**src/rtl/end_screen_renderer.sv**
```systemverilog
// End-of-game screen generator: centred title, score label and decimal score.
// Glyph rows are fetched from an external synchronous font ROM; pixel path is
// three registers deep (S0 layout/ROM address, S1 ROM wait, S2 bit select).
module end_screen_renderer #(
  parameter int          H_RES        = 640,
  parameter int          SCORE_W      = 14,
  parameter int          DIGITS       = 4,
  parameter int          SCALE_LOG2   = 0,
  parameter int          TITLE_Y      = 32,
  parameter int          LABEL_Y      = 112,
  parameter int          SCORE_Y      = 144,
  parameter int          BLINK_FRAMES = 30,
  parameter logic [15:0] WIN_RGB      = 16'hFFE0,
  parameter logic [15:0] FG_RGB       = 16'hFFFF,
  parameter logic [15:0] BG_RGB       = 16'h0000
) (
  input  logic               vga_clk,
  input  logic               sys_rst_n,
  input  logic [9:0]         pix_x,
  input  logic [9:0]         pix_y,
  input  logic               frame_start,
  input  logic               game_over,
  input  logic               game_won,
  input  logic [SCORE_W-1:0] score,
  output logic [5:0]         glyph_code,
  output logic [3:0]         glyph_row,
  input  logic [7:0]         glyph_bits,
  output logic [15:0]        pix_data,
  output logic               busy
);

  localparam int          S        = SCALE_LOG2;
  localparam int          CW       = 8 << S;
  localparam int          CH       = 16 << S;
  localparam int          STAGES   = 1;
  localparam int          CNT_W    = $clog2(SCORE_W + 1);
  localparam logic [5:0]  SPACE    = 6'd26;
  localparam logic [31:0] CH32     = 32'(CH);
  localparam logic [31:0] WIN_W    = 32'(16 * CW);
  localparam logic [31:0] LOSE_W   = 32'(8 * CW);
  localparam logic [31:0] LABEL_W  = 32'(16 * CW);
  localparam logic [31:0] SCORE_WP = 32'(DIGITS * CW);
  localparam logic [31:0] WIN_X    = 32'((H_RES - 16 * CW) / 2);
  localparam logic [31:0] LOSE_X   = 32'((H_RES - 8 * CW) / 2);
  localparam logic [31:0] LABEL_X  = 32'((H_RES - 16 * CW) / 2);
  localparam logic [31:0] SCORE_X  = 32'((H_RES - DIGITS * CW) / 2);
  localparam logic [31:0] T_Y      = 32'(TITLE_Y);
  localparam logic [31:0] L_Y      = 32'(LABEL_Y);
  localparam logic [31:0] S_Y      = 32'(SCORE_Y);
  localparam logic [63:0] MAX_SC   = 64'(10 ** DIGITS - 1);
  localparam logic [15:0] BLINK_N  = 16'(BLINK_FRAMES);
  localparam logic [15:0] BLINK_MX = 16'(2 * BLINK_FRAMES - 1);

  // Strings, first character in the most significant slot.
  localparam logic [16*6-1:0] WIN_STR = {6'd21, 6'd8, 6'd2, 6'd19, 6'd14, 6'd17, 6'd24, 6'd26,
                                         6'd0, 6'd2, 6'd7, 6'd8, 6'd4, 6'd21, 6'd4, 6'd3};
  localparam logic [8*6-1:0]  LOSE_STR = {6'd24, 6'd14, 6'd20, 6'd26, 6'd3, 6'd8, 6'd4, 6'd3};
  localparam logic [16*6-1:0] LABEL_STR = {6'd24, 6'd14, 6'd20, 6'd17, 6'd26, 6'd5, 6'd8, 6'd13,
                                           6'd0, 6'd11, 6'd26, 6'd18, 6'd2, 6'd14, 6'd17, 6'd4};

  logic                         go_q, rise, won_l, sat, title_on;
  logic [SCORE_W-1:0]           sh;
  logic [CNT_W-1:0]             cnt;
  logic [DIGITS-1:0][3:0]       bcd, adj, disp;
  logic [DIGITS*4-1:0]          adj_flat;
  logic [DIGITS-1:0]            blank;
  logic [15:0]                  blink_cnt;
  logic [STAGES:0]              vld_pipe;
  logic [STAGES:0][2:0]         bit_pipe;
  logic [STAGES:0][15:0]        col_pipe;
  logic                         act_n;
  logic [5:0]                   code_n;
  logic [3:0]                   row_n;
  logic [2:0]                   bit_n;
  logic [15:0]                  col_n;
  logic [31:0]                  x, y, dx, dy, ci, d, title_x, title_w;

  assign rise = game_over & ~go_q;

  // Shift-add-3 adjust, one instance per decimal digit.
  for (genvar g = 0; g < DIGITS; g++) begin : g_dig
    assign adj[g] = (bcd[g] >= 4'd5) ? bcd[g] + 4'd3 : bcd[g];
  end
  assign adj_flat = adj;
  assign disp     = sat ? {DIGITS{4'd9}} : bcd;
  assign title_on = won_l || (BLINK_FRAMES == 0) || (blink_cnt < BLINK_N);

  // Leading-zero mask; the ones digit is never blanked so score 0 shows '0'.
  always_comb begin
    logic lz;
    blank = '0;
    lz    = 1'b1;
    for (int k = DIGITS - 1; k >= 1; k--) begin
      blank[k] = lz && (disp[k] == 4'd0);
      lz       = blank[k];
    end
  end

  // Outcome capture and sequential binary-to-BCD conversion.
  always_ff @(posedge vga_clk or negedge sys_rst_n) begin
    if (!sys_rst_n) begin
      go_q  <= 1'b0;
      busy  <= 1'b0;
      won_l <= 1'b0;
      sat   <= 1'b0;
      sh    <= '0;
      cnt   <= '0;
      bcd   <= '0;
    end else begin
      go_q <= game_over;
      if (!game_over) begin
        busy <= 1'b0;
      end else if (rise) begin
        sh    <= score;
        won_l <= game_won;
        sat   <= 64'(score) > MAX_SC;
        bcd   <= '0;
        cnt   <= CNT_W'(SCORE_W);
        busy  <= 1'b1;
      end else if (busy) begin
        sh  <= sh << 1;
        bcd <= {adj_flat[DIGITS*4-2:0], sh[SCORE_W-1]};
        cnt <= cnt - CNT_W'(1);
        if (cnt == CNT_W'(1)) busy <= 1'b0;
      end
    end
  end

  // Blink frame counter; held at 0 off-screen and on the capture edge.
  always_ff @(posedge vga_clk or negedge sys_rst_n) begin
    if (!sys_rst_n)                          blink_cnt <= '0;
    else if (!game_over || rise)             blink_cnt <= '0;
    else if (frame_start && BLINK_FRAMES > 0)
      blink_cnt <= (blink_cnt == BLINK_MX) ? '0 : blink_cnt + 16'd1;
  end

  // S0 layout decode: which line, which character, which glyph row/column.
  always_comb begin
    x       = {22'd0, pix_x};
    y       = {22'd0, pix_y};
    title_x = won_l ? WIN_X : LOSE_X;
    title_w = won_l ? WIN_W : LOSE_W;
    act_n   = 1'b0;
    code_n  = SPACE;
    row_n   = '0;
    bit_n   = '0;
    col_n   = BG_RGB;
    dx      = '0;
    dy      = '0;
    ci      = '0;
    d       = '0;
    if (game_over) begin
      if (y >= T_Y && y < T_Y + CH32 && x >= title_x && x < title_x + title_w) begin
        dx = x - title_x;
        dy = y - T_Y;
        ci = dx >> (3 + S);
        if (title_on) begin
          act_n  = 1'b1;
          col_n  = won_l ? WIN_RGB : FG_RGB;
          code_n = won_l ? WIN_STR[6*(15-ci) +: 6] : LOSE_STR[6*(7-ci) +: 6];
        end
      end else if (y >= L_Y && y < L_Y + CH32 && x >= LABEL_X && x < LABEL_X + LABEL_W) begin
        dx     = x - LABEL_X;
        dy     = y - L_Y;
        ci     = dx >> (3 + S);
        act_n  = 1'b1;
        col_n  = FG_RGB;
        code_n = LABEL_STR[6*(15-ci) +: 6];
      end else if (y >= S_Y && y < S_Y + CH32 && x >= SCORE_X && x < SCORE_X + SCORE_WP) begin
        dx     = x - SCORE_X;
        dy     = y - S_Y;
        ci     = dx >> (3 + S);
        d      = 32'(DIGITS - 1) - ci;
        act_n  = 1'b1;
        col_n  = FG_RGB;
        code_n = (busy || blank[d]) ? SPACE : 6'd27 + {2'b00, disp[d]};
      end
      if (act_n) begin
        row_n = 4'((dy >> S) & 32'd15);
        bit_n = 3'((dx >> S) & 32'd7);
      end
    end
  end

  // S0/S1/S2 pixel pipeline; line state rides alongside the ROM access.
  always_ff @(posedge vga_clk or negedge sys_rst_n) begin
    if (!sys_rst_n) begin
      glyph_code <= SPACE;
      glyph_row  <= '0;
      vld_pipe   <= '0;
      bit_pipe   <= '0;
      col_pipe   <= '0;
      pix_data   <= BG_RGB;
    end else begin
      glyph_code  <= code_n;
      glyph_row   <= row_n;
      vld_pipe    <= {vld_pipe[STAGES-1:0], act_n};
      bit_pipe[0] <= bit_n;
      col_pipe[0] <= col_n;
      bit_pipe[1] <= bit_pipe[0];
      col_pipe[1] <= col_pipe[0];
      pix_data    <= (vld_pipe[STAGES] && glyph_bits[3'd7 - bit_pipe[1]]) ? col_pipe[1] : BG_RGB;
    end
  end

endmodule
```
**config.mk**
```make
export PLATFORM = sky130hd
export DESIGN_NAME = end_screen_renderer
export DESIGN_NICKNAME = d
export VERILOG_FILES = /design/src/rtl/end_screen_renderer.sv
export SDC_FILE = /design/constraint.sdc
export NUM_CORES = 1
export LEC_CHECK = 0
export ABC_AREA = 1
export BUFFER_PORTS_ARGS = -buffer_cell sky130_fd_sc_hd__buf_2
export CAP_MARGIN = 10
export CORE_UTILIZATION = 25
export CTS_CLUSTER_SIZE = 8
export DETAILED_ROUTE_END_ITERATION = 8
export PLACE_DENSITY = 0.39
export SYNTH_ARGS = -nofsm -noshare
export SYNTH_HDL_FRONTEND = slang
export SYNTH_SLANG_ARGS = --single-unit
```
**constraint.sdc**
```tcl
create_clock -name vga_clk -period 5.1 [get_ports vga_clk]
set_input_delay 1.275 -clock vga_clk [delete_from_list [all_inputs] [get_ports vga_clk]]
set_output_delay 1.275 -clock vga_clk [all_outputs]
set_load 0.03 [all_outputs]
```
# == Yosys cells after proc, flatten, opt, wreduce, memory -nomap -nowiden ==
# Index checks and enable logic that the tools add are counted.
# word_totals
ff_bits,120
latchBits,0
ram_bits,0
rom_bits,0
in_bits,47
out_inout_bits,27
elab_cells,147
memories,0
# op_classes
n_addsub,19
mul,3
div_mod_pow,0
magnitude_cmp,20
eq_ne,2
shifts,3
n_mux,56
n_bitwise,2
n_reduce_logical,23
# ops
cell,n
two-way mux 16 bit,12
"variable part select 96 x 33 -> 6 bit, first input constant",2
"multiplier 2 x 32 -> 31 bit, first input constant",3
"subtractor 4 x 29 -> 30 bit, first input constant",2
two-way mux 6 bit,8
"variable part select 48 x 33 -> 6 bit, first input constant",1
two-way mux 4 bit,11
"< comparator 32 x 3 -> 1 bit, second input constant",1
"subtractor 2 x 29 -> 30 bit, first input constant",1
"subtractor 3 x 29 -> 30 bit, first input constant",1
two-way mux 14 bit,2
"subtractor 10 x 9 -> 11 bit, second input constant",2
">= comparator 10 x 9 -> 1 bit, second input constant",2
"< comparator 10 x 8 -> 1 bit, second input constant",2
"< comparator 10 x 9 -> 1 bit, second input constant",2
two-way mux 3 bit,6
"adder 16 x 1 -> 16 bit, second input constant",1
"equality test 16 x 6 -> 1 bit, second input constant",1
">= comparator 4 x 3 -> 1 bit, second input constant",4
"< comparator 16 x 5 -> 1 bit, second input constant",1
"subtractor 4 x 1 -> 4 bit, second input constant",4
"greater-than comparator 14 bit, second input constant",1
"adder 4 x 2 -> 4 bit, second input constant",3
logical AND 1 bit,12
26 further kinds,43

# == Longest topological paths before layout ==
# depth
word_depth,12
ltp_mapped,26
mapped_depth_nobuf,26

# == Worst setup path after synthesis ==
# No wires, ideal clock.
# synth_timing
path_kind,input -> register
startpoint,input pix_x[5]
endpoint,register glyph_code[0]
arrival_time_ns,3.971
t_required_ns,5.027
path_slack_ns,1.056
stages,23
path_buffers,1
cell_sequence,inv_1 > ha_1 > nand2_1 > nand2_1 > nand2_1 > ha_1 > inv_1 > xor2_1 > ha_1 > a21oi_1 > nand2_1 > nor2_1 > nand3_1 > nand2_2 > buf_6 > inv_4 > a21oi_2 > nand3_1 > o21ai_1 > nand2_1 > o211ai_1 > nand2_1 > a21oi_2
# synth_via
elab_chain_len,8
# synth_lines
item,line,rtl
"start, declared",19,"input logic [9:0] pix_x,"
subtractor 10 x 9 -> 11 bit,154,dx = x - title_x;
subtractor 4 x 29 -> 30 bit / subtractor 3 x 29 -> 30 bit (equally long branches),160,code_n = won_l ? WIN_STR[6*(15-ci) +: 6] : LOSE_STR[6*(7-ci) +: 6];
multiplier 2 x 32 -> 31 bit,160,
variable part select 96 x 33 -> 6 bit / variable part select 48 x 33 -> 6 bit (equally long branches),160,
two-way mux 6 bit,160,
two-way mux 6 bit,157,if (title_on) begin
two-way mux 6 bit *,153,if (y >= T_Y && y < T_Y + CH32 && x >= title_x && x < title_x + title_w) begin
two-way mux 6 bit *,152,if (game_over) begin
named net code_n[0],72,logic [5:0] code_n;
"end signal, assigned",195,glyph_code <= code_n;
"end, declared",25,"output logic [5:0] glyph_code,"
# Mark *: on every way through the listed nets, which the timed path passes. The rest lies on a longest branch.
# A chain may end at the register's enable or synchronous reset.

# == Worst setup path after layout ==
# layout_timing
startpoint,input pix_x[7]
endpoint,register glyph_code[5]
# Same word-level chain as after synthesis.

==> reports/metrics.csv <==
stage;metric;value;unit
placed_design;dpl.hpwl;16300;um
setup_path;cp.required;5.36;ns
pwr;vdd_drop_max;0.152;mV
synthesis;yosys.area.top_type;dfrtp_1;
synthesis;yosysMostFrequentCell;nand2_1;
setup_path;crit_path_top_delay_cell;ha_1;
cts;postCtsSetupBuffers;0;
sta;period_minus_slack;4.47;ns
route;dr.pass1.iters;5;
sta;max_freq;224;MHz
synthesis;netlist_top_cells_area;dfrtp_1 (26%), nand2_1 (14%), nand3_1 (8.6%), ha_1 (7.7%), inv_1 (7.3%);
pwr;leakagePower;0.00399;uW
worst_hold_path;hold_class;register to register;
pwr;p_total;2520;uW
cts;insertion_delay;0.34;ns
setup_path;critPathKind;input pin to register;
setup_path;worstPathArrival;4.73;ns
cts;clk_pin_slew;0.06;ns
layout;drive_gt1_share;14.8;%
job;maxCapViolations;0;
placed_design;gp_congestion;0.898;
pwr;powerDensity;312;nW/um2
placed_design;portBuffers;73;
sta;max_slew.worst_pin.slew;0.789;ns
cts;clockRootBuffer;clkbuf_16;
synthesis;ys_top_cells_by_count;nand2_1 (255), inv_1 (135), nand3_1 (119), nor2_1 (94), dfrtp_1 (73);
global_route;grt_use_total;15.5;%
route;num_vias;6979;
synthesis;ys.flop_type;dfrtp_1;
floorplan;dieArea;28500;um2
sta;period_share;87.6;%
cts;cts_max_path_buffers;2;
route;via_per_inst;4.68;
cts;cts_tree;yes;
synthesis;synth_top_area_share;26.2;%
layout;n_fill_cell;2967;
route;postRouteAntennaNets;0;
route;remaining_drc_errors;0;
sta;finalClockSkew;0.00984;ns
synthesis;synth_edf_count;0;
synthesis;syn-cell-area;6960;um2
synthesis;yosys_warnings;0;
global_route;grt_pass1_wl;35600;um
setup_path;critPathLaunchType;input pin;
route;wire_per_inst;14.4;um
synthesis;synth.net_count;1140;
layout;seqCellArea;1910;um2
synthesis;ys_seq_area_share;27.4;%
cts;cts_hold_buffers;0;
layout;layout.nets;1205;
global_route;grt-ovfl-total;0;
cts;cts_resized;0;
floorplan;io_pins;74;
sta;hold_viol_final;0;
synthesis;ys_seq_elements;76;
floorplan;die_h;169;um
floorplan;fp-row-count;60;
route;drt-initial-drc-count;433;
floorplan;initial_utilization;25.7;%
sta;relSlewSlack;47.2;%
cts;htree_levels;3;
cts;cts_inserted_buffers;9;
sta;drv_slew;0;
sta;setup_tns;0;ns
global_route;grt_pass1_vias;6770;
global_route;grt_max_degree;47;
setup_path;crit_fanout;12;
setup_path;worstSetupEndpointType;register;
floorplan;dieWidth;169;um
sta;rsz0062_at_grt;no;
layout;antennaDiodeCount;0;
synthesis;syn-instance-count;1048;
floorplan;core;27100;um2
cts;cts_sinks;76;
synthesis;ys_types;60;
synthesis;avgSynthCellArea;6.64;um2
global_route;antenna_found_initial;0;
layout;areaGrowthSynthToFinish;16.3;%
route;wirelength;21400;um
setup_path;cp_common_cell;nand2_1;
synthesis;synthArstFlopShare;100;%
setup_path;cpPeakStageDelay;0.37;ns
status;status;complete, no violations;
layout;multi_input_comb_area;4250;um2
sta;setup_violations;0;
## report_power, final
| group | switching (uW) | leakage [uW] | internal, uW | total (uW) |
|---|---|---|---|---|
| Clock | 264 | 0.000173 | 530 | 793 |
| Combinational | 738 | 0.00281 | 345 | 1080 |
| Sequential | 16.7 | 0.00101 | 632 | 649 |
## layer usage
layer	vias up	global-route usage, %	routed length (um)
li1	3596	-	-
met3	26	1.92	830
met4	0	3.95	388
met2	172	24.4	9420
met5	-	0	0
met1	3185	22.2	10800
## state kept, by name, indices dropped and copies added, names as in the netlist
signal      cells
sh             14
busy            1
col_pipe        3
glyph_row       4
pix_data        2
bit_pipe        6
bcd            16
vld_pipe        1
won_l           1
cnt             4
glyph_code      6
sat             1
go_q            1
blink_cnt      16
## cell type report
cell class / instances / area share, %
inverter: 148 / 6.89
timing repair buffer: 97 / 6.77
clock inverter: 6 / 1.68
multi-input combinational: 781 / 52.5
clock buffer: 10 / 2.83
sequential: 76 / 23.5
tap: 372 / 5.75
## cells by family (layout without fill, tap and decap cells)
group | Yosys count | count (layout) | share of synthesized area (%)
compound gates | 183 | 183 | 16.0
xor+xnor | 17 | 17 | 2.57
fa+ha+maj | 45 | 45 | 8.30
buf+inv | 191 | 261 | 11.5
flops | 76 | 76 | 27.4
mux | 1 | 1 | 0.144
simple gates | 535 | 535 | 34.1
## stage by stage
stage | hold WS, ns | instance area [um2] | setup slack [ns] | std cells | util (%)
floorplan | 0.331 | 6960 | 1.06 | 1048 | -
global placement | 0.334 | 7730 | 0.411 | 1474 | 28.5
detailed placement | 0.336 | 7730 | 0.325 | 1474 | 28.5
CTS | 0.349 | 8090 | 0.680 | 1490 | 29.9
global route | 0.363 | 8090 | 0.239 | 1490 | 29.9
finish | 0.348 | 8090 | 0.635 | 1490 | 29.9
## layout by cell type (no fill, tap or decap), drive strengths merged, types with 10 or more instances in the layout
cell type,Yosys,final
o21ai,49,49
a21oi,66,66
nand2,275,275
nor3,12,12
buf,26,97
dfrtp,73,73
xor2,14,14
nand3,125,125
o211ai,18,18
a31oi,13,13
nand4,16,16
inv,144,145
nor2,96,96
ha,43,43
clkbuf,17,10
## worst max-delay path: cells and delay by family
kind                       cells  cell delay [ns]
adders and majority gates      3             0.84
AOI/OAI and AO/OA              1             0.19
xor gates and xnor gates       1             0.17
and+or+nand+nor               19             1.81
buffers and inverters          3             0.42
## worst paths after layout
check	from	endpoint	slack (ns)	cells past startpoint
worst min register to register	bit_pipe[1]	bit_pipe[4]	0.35	0
min in group asynchronous	sys_rst_n	blink_cnt[12]	0.95	1
max in group asynchronous	sys_rst_n	bcd[8]	3.29	2
worst max register to register	won_l	glyph_code[5]	1.24	27
worst min-delay path	bit_pipe[1]	bit_pipe[4]	0.35	0
worst max-delay path	pix_x[7]	glyph_code[5]	0.63	27
Note: power is estimated with default switching activity, not from simulation.
